$ cat src/rtl/secuenciador_melodia_pkg.sv
// Shared definitions for the melody sequencer: FSM state encoding, note codes,
// song-table entry layout and small field/decode helpers.
package secuenciador_melodia_pkg;

    localparam int ENTRY_W = 8;
    localparam int DUR_W   = 5;
    localparam int NOTE_W  = 3;
    localparam int KEYS_W  = 7;

    localparam logic [NOTE_W-1:0] NOTA_SIL = 3'd0;
    localparam logic [NOTE_W-1:0] NOTA_DO  = 3'd1;
    localparam logic [NOTE_W-1:0] NOTA_RE  = 3'd2;
    localparam logic [NOTE_W-1:0] NOTA_MI  = 3'd3;
    localparam logic [NOTE_W-1:0] NOTA_FA  = 3'd4;
    localparam logic [NOTE_W-1:0] NOTA_SOL = 3'd5;
    localparam logic [NOTE_W-1:0] NOTA_LA  = 3'd6;
    localparam logic [NOTE_W-1:0] NOTA_SI  = 3'd7;

    typedef enum logic [2:0] {
        ST_IDLE  = 3'd0,
        ST_FETCH = 3'd1,
        ST_PLAY  = 3'd2,
        ST_GAP   = 3'd3,
        ST_DONE  = 3'd4
    } estado_t;

    // Entry layout: {note[2:0], dur[4:0]}; dur == 0 marks end of song.
    function automatic logic [NOTE_W-1:0] entry_nota(input logic [ENTRY_W-1:0] e);
        return e[ENTRY_W-1 -: NOTE_W];
    endfunction

    function automatic logic [DUR_W-1:0] entry_dur(input logic [ENTRY_W-1:0] e);
        return e[DUR_W-1:0];
    endfunction

    // Rest maps to all keys released; never more than one bit set.
    function automatic logic [KEYS_W-1:0] nota_a_teclas(input logic [NOTE_W-1:0] n);
        logic [KEYS_W-1:0] t;
        t = '0;
        if (n != NOTA_SIL)
            t = KEYS_W'(1) << (n - 3'd1);
        return t;
    endfunction

endpackage

$ cat src/rtl/secuenciador_melodia_rom.sv
// Song table for the melody sequencer.
//   addr  : table index
//   entry : {note[2:0], dur[4:0]}; unlisted addresses read as 8'h00 (end marker)
// USE_CUSTOM replaces the built-in tune with CUSTOM_TABLE (entry i at bits [8i+7:8i]).
module secuenciador_melodia_rom
    import secuenciador_melodia_pkg::*;
#(
    parameter int                          SONG_LEN     = 32,
    parameter int                          ADDR_W       = 5,
    parameter bit                          USE_CUSTOM   = 1'b0,
    parameter logic [SONG_LEN*ENTRY_W-1:0] CUSTOM_TABLE = '0
) (
    input  logic [ADDR_W-1:0]  addr,
    output logic [ENTRY_W-1:0] entry
);

    if (USE_CUSTOM) begin : gen_custom
        always_comb entry = CUSTOM_TABLE[int'(addr)*ENTRY_W +: ENTRY_W];
    end else begin : gen_builtin
        // Twinkle twinkle: quarter notes are 4 ticks, halves 8 ticks.
        always_comb begin
            case (int'(addr))
                0:       entry = {NOTA_DO,  5'd4};
                1:       entry = {NOTA_DO,  5'd4};
                2:       entry = {NOTA_SOL, 5'd4};
                3:       entry = {NOTA_SOL, 5'd4};
                4:       entry = {NOTA_LA,  5'd4};
                5:       entry = {NOTA_LA,  5'd4};
                6:       entry = {NOTA_SOL, 5'd8};
                7:       entry = {NOTA_FA,  5'd4};
                8:       entry = {NOTA_FA,  5'd4};
                9:       entry = {NOTA_MI,  5'd4};
                10:      entry = {NOTA_MI,  5'd4};
                11:      entry = {NOTA_RE,  5'd4};
                12:      entry = {NOTA_RE,  5'd4};
                13:      entry = {NOTA_DO,  5'd8};
                14:      entry = {NOTA_SIL, 5'd8};
                default: entry = 8'h00;
            endcase
        end
    end

endmodule

$ cat src/rtl/secuenciador_melodia.sv
// Autonomous melody player: walks the song table and drives a one-hot key
// vector as if the keys were held, with a silent gap after every note.
//   clk, rst_n          : system clock, async active-low reset
//   play, stop, loop_en : start (IDLE only), abort (highest priority), loop at end
//   teclas              : one-hot note select (0 = silence), registered
//   busy, done, addr    : activity flag, end-of-song pulse, current table index
//
// state | meaning
// IDLE  | silent, waiting for play
// FETCH | one cycle: read/latch entry at addr, decide play vs. end of song
// PLAY  | key held for dur ticks
// GAP   | silent articulation for GAP_TICKS ticks
// DONE  | one-cycle done pulse, back to IDLE
module secuenciador_melodia
    import secuenciador_melodia_pkg::*;
#(
    parameter int                          CLK_FREQ     = 50_000_000,
    parameter int                          TEMPO_HZ     = 16,
    parameter int                          SONG_LEN     = 32,
    parameter int                          ADDR_W       = 5,
    parameter int                          GAP_TICKS    = 1,
    parameter bit                          USE_CUSTOM   = 1'b0,
    parameter logic [SONG_LEN*ENTRY_W-1:0] CUSTOM_TABLE = '0
) (
    input  logic              clk,
    input  logic              rst_n,
    input  logic              play,
    input  logic              stop,
    input  logic              loop_en,
    output logic [KEYS_W-1:0] teclas,
    output logic              busy,
    output logic              done,
    output logic [ADDR_W-1:0] addr
);

    localparam int                TICK_DIV   = CLK_FREQ / TEMPO_HZ;
    localparam int                PRESC_W    = $clog2(TICK_DIV);
    localparam logic [PRESC_W-1:0] PRESC_LAST = PRESC_W'(TICK_DIV - 1);
    localparam logic [ADDR_W-1:0]  ADDR_LAST  = ADDR_W'(SONG_LEN - 1);

    estado_t              state, state_d;
    logic [ADDR_W-1:0]    addr_d;
    logic [ENTRY_W-1:0]   rom_entry, entry_q;
    logic [PRESC_W-1:0]   presc;
    logic [DUR_W-1:0]     ticks, tick_lim;
    logic                 clr_cnt, last_tick, advance;
    logic [KEYS_W-1:0]    teclas_d;
    logic                 busy_d, done_d;

    secuenciador_melodia_rom #(
        .SONG_LEN    (SONG_LEN),
        .ADDR_W      (ADDR_W),
        .USE_CUSTOM  (USE_CUSTOM),
        .CUSTOM_TABLE(CUSTOM_TABLE)
    ) u_rom (
        .addr (addr),
        .entry(rom_entry)
    );

    // Counters restart at every PLAY/GAP entry, so the segment ends on the
    // last prescaler cycle of its final tick.
    always_comb begin
        tick_lim  = (state == ST_PLAY) ? entry_dur(entry_q) : DUR_W'(GAP_TICKS);
        last_tick = (presc == PRESC_LAST) && (ticks == tick_lim - 5'd1);
    end

    always_ff @(posedge clk or negedge rst_n) begin
        if (!rst_n) begin
            state   <= ST_IDLE;
            addr    <= '0;
            entry_q <= '0;
            presc   <= '0;
            ticks   <= '0;
            teclas  <= '0;
            busy    <= 1'b0;
            done    <= 1'b0;
        end else begin
            state  <= state_d;
            addr   <= addr_d;
            teclas <= teclas_d;
            busy   <= busy_d;
            done   <= done_d;
            if (state == ST_FETCH)
                entry_q <= rom_entry;
            if (clr_cnt) begin
                presc <= '0;
                ticks <= '0;
            end else if (presc == PRESC_LAST) begin
                presc <= '0;
                ticks <= ticks + 5'd1;
            end else begin
                presc <= presc + 1'b1;
            end
        end
    end

    always_comb begin
        state_d = state;
        addr_d  = addr;
        clr_cnt = 1'b0;
        advance = 1'b0;
        if (stop) begin
            state_d = ST_IDLE;
        end else begin
            case (state)
                ST_IDLE: begin
                    if (play) begin
                        state_d = ST_FETCH;
                        addr_d  = '0;
                    end
                end
                ST_FETCH: begin
                    if (entry_dur(rom_entry) != '0) begin
                        state_d = ST_PLAY;
                        clr_cnt = 1'b1;
                    end else if (loop_en && addr != '0) begin
                        addr_d = '0;
                    end else begin
                        state_d = ST_DONE;
                    end
                end
                ST_PLAY: begin
                    if (last_tick) begin
                        if (GAP_TICKS > 0) begin
                            state_d = ST_GAP;
                            clr_cnt = 1'b1;
                        end else begin
                            advance = 1'b1;
                        end
                    end
                end
                ST_GAP: begin
                    if (last_tick)
                        advance = 1'b1;
                end
                ST_DONE: state_d = ST_IDLE;
                default: state_d = ST_IDLE;
            endcase
            // The last table slot behaves like an end marker.
            if (advance) begin
                if (addr == ADDR_LAST) begin
                    if (loop_en) begin
                        addr_d  = '0;
                        state_d = ST_FETCH;
                    end else begin
                        state_d = ST_DONE;
                    end
                end else begin
                    addr_d  = addr + 1'b1;
                    state_d = ST_FETCH;
                end
            end
        end
    end

    // Outputs are decoded from the next state and registered, so teclas only
    // changes on state boundaries. On FETCH->PLAY the entry is not latched yet.
    always_comb begin
        teclas_d = '0;
        if (state_d == ST_PLAY)
            teclas_d = nota_a_teclas(entry_nota((state == ST_FETCH) ? rom_entry : entry_q));
        busy_d = (state_d == ST_FETCH) || (state_d == ST_PLAY) || (state_d == ST_GAP);
        done_d = (state_d == ST_DONE);
    end

endmodule

$ cat config.mk
export PLATFORM = sky130hd
export DESIGN_NAME = secuenciador_melodia
export DESIGN_NICKNAME = d
export VERILOG_FILES = /design/src/rtl/secuenciador_melodia_pkg.sv /design/src/rtl/secuenciador_melodia_rom.sv /design/src/rtl/secuenciador_melodia.sv
export SDC_FILE = /design/constraint.sdc
export NUM_CORES = 1
export LEC_CHECK = 0
export CORE_MARGIN = 5
export CORE_UTILIZATION = 30
export CTS_BUF_LIST = sky130_fd_sc_hd__clkbuf_2 sky130_fd_sc_hd__clkbuf_4 sky130_fd_sc_hd__clkbuf_8
export CTS_CLUSTER_DIAMETER = 100
export DETAILED_ROUTE_END_ITERATION = 8
export GPL_ROUTABILITY_DRIVEN = 0
export SYNTH_ARGS = -nofsm -noshare
export SYNTH_HDL_FRONTEND = slang
export SYNTH_SLANG_ARGS = --single-unit
$ cat constraint.sdc
create_clock -name clk -period 7.5 [get_ports clk]
set_input_delay 1.5 -clock clk [delete_from_list [all_inputs] [get_ports clk]]
set_output_delay 1.5 -clock clk [all_outputs]
set_load 0.02 [all_outputs]
==> qor.yml <==
place_area_mm2: 0.002958
numCtsBuffers: 5
dpl_worst_slack_ns: 4.287
cp_top_family: "buffers and inverters"
synth_area_per_cell_um2: 9.410
viasPerCell: 4.936
syn_inst: 286
fin_area_mm2: 0.003044
min_period_ns: 3.112
start_util_pct: 30.86
synthTopCellsByArea: "dfrtp_1 (46%), nor2_1 (7.1%), xor2_1 (4.6%)"
first_pass_iters: 4
fin_hold_ws_ns: 0.4660
grt_usage_pct: 10.20
holdBufCountCts: 0
netlist_area_mm2: 0.002691
yosys_warnings: 0
dieHeight_um: 104.7
ir_drop_mv: 0.1450
synth_most_common_cell: "nor2_1"
ctsResizeCount: 0
row_count: 34
p_int_mw: 0.3888
cts.clk_slew.worst_paths_ns: 0.09
setup_viol: 0
hold_viol: 0
grt_overflow: 0
setup_tns_ns: 0
arrival_ns: 1.61
synth_top_area_share_pct: 45.56
via_count: 2019
worstPathCellList: "clkdlybuf4s50_1"
fin_cells: 409
core_area_mm2: 0.008721
worst-path-max-fanout: 15
dp_hpwl_mm: 3.811
yosys.area.top_type: "dfrtp_1"
crit_type: "flop to output pin"
share_comb_of_total_power_pct: 14.8
p_per_area_mw_per_mm2: 178.2
drt_wl_total_mm: 5.431
drc: 0
crit_slowest_cell: "clkdlybuf4s50_1"
ant_nets: 0
fp.dieW_um: 104.7
drive_gt1_share_pct: 7.309
status: "complete, no violations"
nNetsFinal: 314
fmaxAchievable_mhz: 321.3
synth_common_cells: "nor2_1 (51), dfrtp_1 (49), nand2_1 (20), xor2_1 (14), xnor2_1 (11)"
routedWlPerCell_um: 13.28
cts_sinks: 49
n_antenna_cell: 0
async_flop_share_pct: 100.0
die_area_mm2: 0.01097
r2r_cells: 11
holdPathEnd: "presc[0]"
critical_path_required_ns: 6.00
slew_viol_final: 0
timing.final.crit_share_pct: 41.49
cp-start-kind: "flop"
crit_buf_inv: 1
max_slew_margin_pct: 26.23
fin_ws_ns: 4.388
tritoncts: "done"
crit_path_end_kind: "output pin"
rrSetupSlack_ns: 4.53
worstHoldStart: "presc[0]"
synth_seq_cells: 49
ys_seq_area_share_pct: 45.56
grt_max_degree: 50
p_sw_share_pct: 28.34
r2r-end: "teclas[0]"
p_leak_nw: 1.354
clockRootBuffer: "clkbuf_8"
synthFlopType: "dfrtp_1"
switchingPower_mw: 0.1537
seqPwrFrac_pct: 56.5
worstHoldPathCells: 1
worst_pin_slew_ns: 1.107
synth-edff-count: 0
pin_count: 19
h-tree-depth: 2
min_path_type: "flop to flop"
synth_cell_types: 51
place_inst: 401
cts_setup_buffers: 0
cts_max_path_buffers: 2
fin_util_pct: 34.91
drt_iter0_drc: 54
r2r_start: "addr[1]"
grt_pass1_wl_mm: 9.494
syn_nets: 300
clock_skew_ns: 0.007737
clk_latency_ns: 0.30
area_delta_synth_final_pct: 13.11
first_global_vias: 2015
max_stage_delay_ns: 0.69
antenna_found_initial: 0
power_mw: 0.5425
drv_cap: 0
rsz0062_at_grt: "false"
port_buffers: 18
power.share.clock_pct: 28.7
==> flip-flops by register name, indices dropped and copies added (netlist names) <==
register  cells
presc        22
teclas        7
addr          5
entry_q       5
ticks         5
state         3
busy          1
done          1
==> placed cells by master (no fill, tap or decap), drive strengths merged, types with 7 or more instances in the layout <==
cell,count
clkdlybuf4s50,17
ha,9
nand2,20
inv,10
nor2,51
nand3,10
nor3,9
nand4,10
o21ai,7
xor2,14
xnor2,11
dfrtp,49
==> cells by family (layout without fill, tap and decap cells) <==
logic type | Yosys count | in the layout | share of synthesized area [%]
muxes | 6 | 6 | 2.278
AOI/OAI and AO/OA | 38 | 38 | 9.996
and+or+nand+nor | 138 | 138 | 26.82
xor gates and xnor gates | 25 | 25 | 8.136
buffers and inverters | 21 | 36 | 3.022
DFF | 49 | 49 | 45.56
adders and majority gates | 9 | 9 | 4.184
==> layout make-up <==
cell class,instances,area (um2)
Sequential cell,49,1226
Multi-Input combinational cell,216,1384
Timing Repair Buffer,18,175.2
Fill cell,875,5677
Tap cell,108,135.1
Clock inverter,2,10.01
Clock buffer,6,76.32
Inverter,10,37.54
==> power groups by stage <==
stage                     registers [mW]  clock network, mW  logic [mW]
after floorplan                    0.307                  0      0.0600
after global placement             0.311                  0      0.0795
after detailed placement           0.312                  0      0.0809
after CTS                          0.307              0.161      0.0815
after global routing               0.311              0.173      0.0914
final                              0.307              0.156      0.0803
==> per-layer routing <==
layer | up-vias | part of all wire (%) | GRT usage [%]
li1 | 1019 | - | -
met1 | 972 | 52 | 14.68
met2 | 23 | 43 | 15.48
met3 | 5 | 3.5 | 2.281
met4 | 0 | 0.88 | 2.740
met5 | - | 0 | 0
==> how the worst max path moves through the flow <==
stage / cells past startpoint / end / startpoint
2_1_floorplan: 11 / teclas[0] / addr[1]
3_3_place_gp: 5 / addr[0] / stop
3_5_place_dp: 5 / addr[0] / stop
4_1_cts: 1 / addr[3] / addr[3]
5_1_grt: 11 / teclas[2] / addr[1]
6_report: 1 / addr[3] / addr[3]
(Power assumes the default switching activity.)
